`src/rtl/fetch_unit_pkg.sv`:
```
// fetch_unit_pkg: shared definitions for the instruction fetch engine.
//   fetch_state_t   - fetch FSM state encoding
//   *_DEFAULT       - default address/data widths and request timeout
package fetch_unit_pkg;

  localparam int unsigned ADDR_W_DEFAULT  = 16;
  localparam int unsigned DATA_W_DEFAULT  = 16;
  localparam int unsigned TIMEOUT_DEFAULT = 255;

  typedef enum logic [2:0] {
    IDLE,
    REQ,
    HOLD,
    DRAIN,
    REDIR,
    ERR
  } fetch_state_t;

endpackage

```
`src/rtl/fetch_unit_if.sv`:
```
// fetch_unit_if: instruction-memory read bus.
//   mem_addr   - read address (fetch -> memory)
//   mem_rd_req - read request (fetch -> memory)
//   mem_rd_ack - read acknowledge, qualifies mem_rdata (memory -> fetch)
//   mem_rdata  - read data (memory -> fetch)
// Modports: master = fetch engine, slave = instruction memory.
interface fetch_unit_if
  import fetch_unit_pkg::*;
#(
  parameter int unsigned ADDR_W = ADDR_W_DEFAULT,
  parameter int unsigned DATA_W = DATA_W_DEFAULT
);

  logic [ADDR_W-1:0] mem_addr;
  logic              mem_rd_req;
  logic              mem_rd_ack;
  logic [DATA_W-1:0] mem_rdata;

  modport master (
    output mem_addr,
    output mem_rd_req,
    input  mem_rd_ack,
    input  mem_rdata
  );

  modport slave (
    input  mem_addr,
    input  mem_rd_req,
    output mem_rd_ack,
    output mem_rdata
  );

endinterface

```
`src/rtl/fetch_unit.sv`:
```
// fetch_unit: instruction fetch engine.
// Reads pc_in, issues a word read over the memory req/ack bus, captures the
// returned word into the instruction register and presents it to the
// decoder over ir_valid/ir_ready. Branch flushes discard in-flight data and
// restart fetching from the redirected PC.
// Ports:
//   clk, rst     - clock, asynchronous active-low reset
//   run          - level, allows new fetches
//   pc_in        - current program counter
//   pc_enable    - combinational PC advance strobe (ack accepted in REQ)
//   flush        - one-cycle redirect pulse from the control unit
//   mem          - instruction memory read bus (fetch_unit_if.master)
//   ir_out       - instruction register
//   ir_valid     - ir_out holds an unconsumed instruction
//   ir_ready     - decoder accepts ir_out
//   fetch_err    - sticky request timeout error
// Build option: define FETCH_TIMEOUT_EN to enable the request timeout
// counter and the ERR state; otherwise fetch_err is tied low.
module fetch_unit
  import fetch_unit_pkg::*;
#(
  parameter int unsigned ADDR_W  = ADDR_W_DEFAULT,
  parameter int unsigned DATA_W  = DATA_W_DEFAULT,
  parameter int unsigned TIMEOUT = TIMEOUT_DEFAULT
) (
  input  logic              clk,
  input  logic              rst,
  input  logic              run,
  input  logic [ADDR_W-1:0] pc_in,
  output logic              pc_enable,
  input  logic              flush,
  fetch_unit_if.master      mem,
  output logic [DATA_W-1:0] ir_out,
  output logic              ir_valid,
  input  logic              ir_ready,
  output logic              fetch_err
);

  fetch_state_t state;
  logic         waiting;
  logic         wait_expired;

  // A request is outstanding in REQ and in DRAIN (flushed but not yet acked).
  assign waiting = (state == REQ) || (state == DRAIN);

  // The PC advances only when a non-flushed ack is accepted in REQ.
  assign pc_enable = (state == REQ) && mem.mem_rd_ack && !flush;

`ifdef FETCH_TIMEOUT_EN
  localparam logic [7:0] LAST_WAIT = 8'(TIMEOUT - 1);

  logic [7:0] wait_cnt;

  // Counts completed wait cycles of the current request; zero outside
  // REQ/DRAIN so every entry into REQ starts from zero.
  always_ff @(posedge clk or negedge rst) begin
    if (!rst) begin
      wait_cnt <= '0;
    end else if (waiting && !mem.mem_rd_ack) begin
      if (wait_cnt != '1) wait_cnt <= wait_cnt + 8'd1;
    end else begin
      wait_cnt <= '0;
    end
  end

  assign wait_expired = (wait_cnt == LAST_WAIT);

  always_ff @(posedge clk or negedge rst) begin
    if (!rst) begin
      fetch_err <= 1'b0;
    end else if (waiting && !mem.mem_rd_ack && wait_expired) begin
      fetch_err <= 1'b1;
    end
  end
`else
  assign wait_expired = 1'b0;
  assign fetch_err    = 1'b0;
`endif

  always_ff @(posedge clk or negedge rst) begin
    if (!rst) begin
      state          <= IDLE;
      mem.mem_addr   <= '0;
      mem.mem_rd_req <= 1'b0;
      ir_out         <= '0;
      ir_valid       <= 1'b0;
    end else begin
      case (state)
        IDLE: begin
          if (run) begin
            state          <= REQ;
            mem.mem_addr   <= pc_in;
            mem.mem_rd_req <= 1'b1;
          end
        end
        REQ: begin
          if (mem.mem_rd_ack) begin
            mem.mem_rd_req <= 1'b0;
            if (flush) begin
              state <= REDIR;
            end else begin
              state    <= HOLD;
              ir_out   <= mem.mem_rdata;
              ir_valid <= 1'b1;
            end
          end else if (wait_expired) begin
            mem.mem_rd_req <= 1'b0;
            state          <= ERR;
          end else if (flush) begin
            // Request stays asserted; the ack is awaited and discarded.
            state <= DRAIN;
          end
        end
        DRAIN: begin
          if (mem.mem_rd_ack) begin
            mem.mem_rd_req <= 1'b0;
            state          <= REDIR;
          end else if (wait_expired) begin
            mem.mem_rd_req <= 1'b0;
            state          <= ERR;
          end
        end
        REDIR: begin
          state          <= REQ;
          mem.mem_addr   <= pc_in;
          mem.mem_rd_req <= 1'b1;
        end
        HOLD: begin
          if (flush) begin
            ir_valid <= 1'b0;
            state    <= REDIR;
          end else if (ir_ready) begin
            ir_valid <= 1'b0;
            if (run) begin
              state          <= REQ;
              mem.mem_addr   <= pc_in;
              mem.mem_rd_req <= 1'b1;
            end else begin
              state <= IDLE;
            end
          end
        end
        ERR: begin
          state <= ERR;
        end
        default: begin
          state <= IDLE;
        end
      endcase
    end
  end

endmodule

```
`src/flat_wrapper.sv`:
```
// flat-port wrapper written by rule: the top's interface ports become plain ports
module fetch_unit_flat import fetch_unit_pkg::*;
#(
  parameter int unsigned ADDR_W  = ADDR_W_DEFAULT,
  parameter int unsigned DATA_W  = DATA_W_DEFAULT,
  parameter int unsigned TIMEOUT = TIMEOUT_DEFAULT
)
  (clk, rst, run, pc_in, pc_enable, flush, ir_out, ir_valid, ir_ready, fetch_err, mem_mem_addr, mem_mem_rd_req, mem_mem_rd_ack, mem_mem_rdata);
  fetch_unit_if #(.ADDR_W(ADDR_W), .DATA_W(DATA_W)) mem_i ();
  input  logic clk;
  input  logic rst;
  input  logic run;
  input  logic [ADDR_W-1:0] pc_in;
  output logic pc_enable;
  input  logic flush;
  output logic [DATA_W-1:0] ir_out;
  output logic ir_valid;
  input  logic ir_ready;
  output logic fetch_err;
  output wire logic [$bits(mem_i.mem_addr)-1:0] mem_mem_addr;
  output wire logic [$bits(mem_i.mem_rd_req)-1:0] mem_mem_rd_req;
  input wire logic [$bits(mem_i.mem_rd_ack)-1:0] mem_mem_rd_ack;
  input wire logic [$bits(mem_i.mem_rdata)-1:0] mem_mem_rdata;
  assign mem_mem_addr = mem_i.mem_addr;
  assign mem_mem_rd_req = mem_i.mem_rd_req;
  assign mem_i.mem_rd_ack = mem_mem_rd_ack;
  assign mem_i.mem_rdata = mem_mem_rdata;
  fetch_unit #(.ADDR_W(ADDR_W), .DATA_W(DATA_W), .TIMEOUT(TIMEOUT)) u_core (.clk(clk), .rst(rst), .run(run), .pc_in(pc_in), .pc_enable(pc_enable), .flush(flush), .mem(mem_i), .ir_out(ir_out), .ir_valid(ir_valid), .ir_ready(ir_ready), .fetch_err(fetch_err));
endmodule
```
`config.mk`:
```
export PLATFORM = sky130hd
export DESIGN_NAME = fetch_unit_flat
export DESIGN_NICKNAME = d
export VERILOG_FILES = /design/src/rtl/fetch_unit_pkg.sv /design/src/rtl/fetch_unit_if.sv /design/src/rtl/fetch_unit.sv /design/src/flat_wrapper.sv
export SDC_FILE = /design/constraint.sdc
export NUM_CORES = 1
export LEC_CHECK = 0
export ABC_AREA = 0
export ABC_CLOCK_PERIOD_IN_PS = 2350
export BUFFER_PORTS_ARGS = -buffer_cell sky130_fd_sc_hd__buf_2
export CORE_UTILIZATION = 45
export CTS_CLUSTER_SIZE = 28
export DETAILED_ROUTE_END_ITERATION = 12
export GPL_TIMING_DRIVEN = 1
export HOLD_SLACK_MARGIN = 0.12
export MAX_ROUTING_LAYER = met4
export PLACE_DENSITY = 0.83
export SLEW_MARGIN = 20
export SYNTH_ARGS = -nofsm -noshare
export SYNTH_HDL_FRONTEND = slang
export SYNTH_SLANG_ARGS = --single-unit
```
`constraint.sdc`:
```
create_clock -name clk -period 2.35 [get_ports clk]
set_input_delay 0.235 -clock clk [delete_from_list [all_inputs] [get_ports clk]]
set_output_delay 0.235 -clock clk [all_outputs]
set_load 0.05 [all_outputs]
```
---- After elaboration in Yosys (flattened, before gate mapping) ----
Cells that the tools add are included.
Widths: inputs -> output; s select.
storage, ports and cells
  flip-flop bits (word level) ............. 37
  input port bits ......................... 38
  output and inout bits ................... 36
  word-level logic and storage cells ...... 56
cells by class
  equality and inequality tests ........... 14
  muxes and demuxes ....................... 23
  bitwise gates (word level) .............. 1
  reduce and logical (&&, ||, !) cells .... 13
operator list
  operator            count
  $mux 16             3
  $pmux 16 s3         1
  $mux 3              7
  $pmux 3 s6          1
  $ne 2x2->1 const B  6
  $reduce_and 4->1    3
  $mux 1              9
  $eq 3x2->1 const B  2
  $eq 3x3->1 const B  2
  $ne 3x3->1 const B  2
  $reduce_and 3->1    2
  $pmux 1 s4          1
  $reduce_bool 4->1   1
  $eq 3x1->1 const B  1
  $logic_not 3->1     1
  $reduce_bool 3->1   1
  $logic_and 1x1->1   2
  $ne 2x1->1 const B  1
  $pmux 1 s2          1
  $reduce_bool 2->1   1
  $reduce_or 2->1     1
  $logic_not 1->1     1
  $not 1->1           1

---- Longest topological paths before layout ----
  word-level depth ........................ 4
  depth in mapped cells ................... 6

---- Least setup slack after synthesis ----
OpenSTA, ideal clock, no wires.
  kind .................................... register -> register
  from .................................... reg u_core.state[2]
  to ...................................... reg u_core.ir_out[0]
  arrival ................................. 1620 ps
  data required time ...................... 2225 ps
  path slack .............................. 606 ps
  cell stages (with the launch flop) ...... 6
  buffers on the path ..................... 2
  period minus slack after synthesis ...... 1744 ps
  cells stage by stage .................... dfrtp_1 -> clkbuf_2 -> nand2b_4 -> nor4_4 -> buf_6 -> mux2_2
between the ends
  word-level cells in the longest chain between the ends .. 2
RTL lines
  what                               line               RTL
  start: declaration                 fetch_unit.sv:39   fetch_state_t state;
  start signal: assignment           fetch_unit.sv:82   state <= IDLE;
  start signal: assignment           fetch_unit.sv:91   state <= REQ;
  start signal: assignment           fetch_unit.sv:100  state <= REDIR;
  $eq 3x1->1                         fetch_unit.sv:88   case (state)
  $reduce_and 3->1 (no source line)  -
  end signal: assignment             fetch_unit.sv:103  ir_out <= mem.mem_rdata;
  end: declaration                   fetch_unit.sv:33   output logic [DATA_W-1:0] ir_out,
Every way passes these cells.
A chain may end at the register's enable or synchronous reset.

---- Worst setup path in the final report ----
  from .................................... reg u_core.state[0]
  to ...................................... out pc_enable
between the ends
  word-level cells in the longest chain between the ends .. 3
RTL lines
  what                            line                RTL
  $eq 3x1->1                      fetch_unit.sv:47    assign pc_enable = (state == REQ) && mem.mem_rd_ack && !flush;
  $logic_and 1x1->1 (2 in a row)  fetch_unit.sv:47
  end: declaration                flat_wrapper.sv:14  output logic pc_enable;
Every way passes these cells.

==> out/summary.txt <==
CP Launch Point -> u_core.state[0]
N_diodes -> 0
Number of placement rows -> 20
Number of distinct library cells after synthesis -> 26
Antenna Nets Post-Route -> 0
DRC violation count after routing -> 0
Number of buffers between clock root and the deepest sink -> 2
Area of the mapped netlist -> 1534 um2
Fraction of layout instances using a drive strength above 1 -> 59.28%
Skew final -> 0.007438 ns
Min Tclk post-route -> 1.987 ns
Die extent in x -> 60.39 um
Setup TNS Final -> 0 ns
Number of antenna violations at the first check in global routing -> 0
Post-detailed-route wirelength per cell -> 13.60 um
Total number of yosys warnings -> 0
Fmax achieved -> 503.3 MHz
Final WS setup -> 0.3632 ns
All-Layer GR Usage -> 19.53%
Cells after synthesis -> 104
Number of detailed-routing iterations run before antenna repair -> 4
Measured slew at the worst slew-check pin -> 0.7684 ns
Final-stage net count -> 232
Detailed-route wire length -> 3.236 mm
Starting DRC count in detailed routing -> 34
Maximum number of pins on one net before global-route repair -> 38
Via-to-Cell Ratio -> 4.908
Congestion Overflow GR -> 0
First-pass GRT wire length -> 4.926 mm
Maximum fanout count along the critical path -> 17
Number of global-route vias before repair -> 1143
Class of the tightest hold or removal check -> input pin to flip-flop
CP required -> 2.12 ns
Final max-slew violation count -> 0
Clock sink total -> 37
Post-synthesis net count -> 142
Number of I/O port buffers -> 72
Most area-hungry cell type in the Yosys netlist -> dfrtp_1
Library cell used as clock root buffer -> clkbuf_4
Die area -> 3646 um2
Count of state elements after synthesis -> 37
Post-synthesis area per instance -> 14.75 um2
Insertion delay to the later sink of the worst-skew pair -> 0.33 ns
Final setup vio count -> 0
Reg-to-Reg Start -> u_core.state[2]
Run status -> completed
Final RePlAce weighted congestion -> 0.9552
Relative slew slack -> 48.77%
Number of maximum-capacitance violations -> 0
Final worst path period share -> 84.55%
Via Count -> 1168
Final hold violation count -> 0
Crit path capture type -> output pin
RSZ-0062 raised after global routing -> no
Area of the core -> 3153 um2
Data arrival at the endpoint of the critical path -> 1.75 ns
I/O Pins -> 74
HPWL after detailed placement -> 2.093 mm
Pre-CTS setup slack -> 0.6895 ns
Clock slew at the register clock pins of the worst setup and hold paths -> 0.10 ns
Layout overhead on the synthesized area -> 38.66%
Depth of the CTS H-tree -> 2
Vert. Die Dim -> 60.39 um
Commonest cells after routing, fill and taps aside -> buf_2 (72), dfrtp_1 (37), mux2_2 (32)
Critical path start-end classification -> flip-flop to output pin
Starting utilization of the core area -> 48.65%
Most frequent standard cell in the layout excluding fill and tap cells -> buf_2
Cell types with the largest area share after synthesis -> dfrtp_1 (60%), mux2_2 (23%), buf_6 (1.5%)
Min-delay src -> pc_in[8]
TritonCTS clock tree -> done
Area share of the leading cell type in the synthesized netlist -> 60.36%
Proportion of synthesized chip area in sequential cells -> 60.36%
Number of CTS-inserted buffers -> 5
Post-CTS sizing -> 0
Nature of the critical path startpoint -> flip-flop
==> cells in the mapped netlist (all sizes together) <==
cell type  number
dfrtp          37
nand2           2
a22oi           1
buf             5
o32a            1
o21ai           2
mux2           32
a21oi           4
nor3b           1
nand2b          2
o2111ai         1
nor4            1
a21boi          2
o32ai           2
nor2b           1
clkbuf          1
conb            1
nor2            2
inv             3
o221a           1
mux2i           1
or2b            1
==> layout make-up <==
class                   count  area [um2]
fillers                   224        1026
multi-input cells          58       551.8
flip-flops and latches     37       925.9
clock buffers               7       55.05
well taps                  44       55.05
repair buffers             89       528.0
inverters                   3       11.26
==> flip-flops by register name, summed over array words and instances (netlist names) <==
register,flops
u_core.ir_out,16
u_core.ir_valid,1
u_core.mem.mem_addr,16
u_core.mem.mem_rd_req,1
u_core.state,3
==> final timing paths <==
check	to	slack, ns	cells past startpoint
min in group asynchronous	u_core.ir_valid	0.51	2
max in group asynchronous	u_core.mem.mem_addr[1]	1.34	2
max reg2reg	u_core.mem.mem_addr[1]	0.65	3
min reg2reg	u_core.mem.mem_addr[8]	0.51	1
max	pc_enable	0.36	4
min	u_core.mem.mem_addr[8]	0.14	2
==> critical path, stage by stage (launching register included) <==
cell and delay, ns:
dfrtp_1 0.45, inv_2 0.11, nor4_4 0.27, buf_4 0.29, buf_2 0.31
==> cells by family (layout without fill, tap and decap cells) <==
kind of cell | Yosys count | after routing | synth area share [%]
AND/OR/NAND/NOR | 10 | 10 | 5.058
other | 1 | 1 | 0.2445
buffers and inverters | 9 | 99 | 3.670
AO/OA/AOI/OAI | 14 | 14 | 6.526
flip-flops | 37 | 37 | 60.36
multiplexers | 33 | 33 | 24.14
==> timing repair <==
action,in CTS,in global routing
hold buffers,12,4
hold endpoints to repair,48,4
buffers inserted,0,0
==> routing by layer <==
layer	vias up	wire, um	global-route usage (%)
met2	72	1529	31.55
li1	546	-	-
met1	548	1446	22.42
met5	-	0	-
met3	2	241	5.757
met4	0	18	8.638
==> metrics by stage <==
step	utilization (%)	hold slack (ns)	instance area [um2]	cells
after floorplan	-	-0.06059	1534	104
final	67.46	0.1388	2127	238
after detailed placement	60.63	0.3683	1912	215
after global placement	60.63	0.3546	1912	215
after CTS	66.19	0.1202	2087	234
after global routing	67.46	0.1182	2127	238
Power is left out: the tool's default activity adds up to more than one toggle a clock period on the data nets, which glitch-free logic cannot reach.
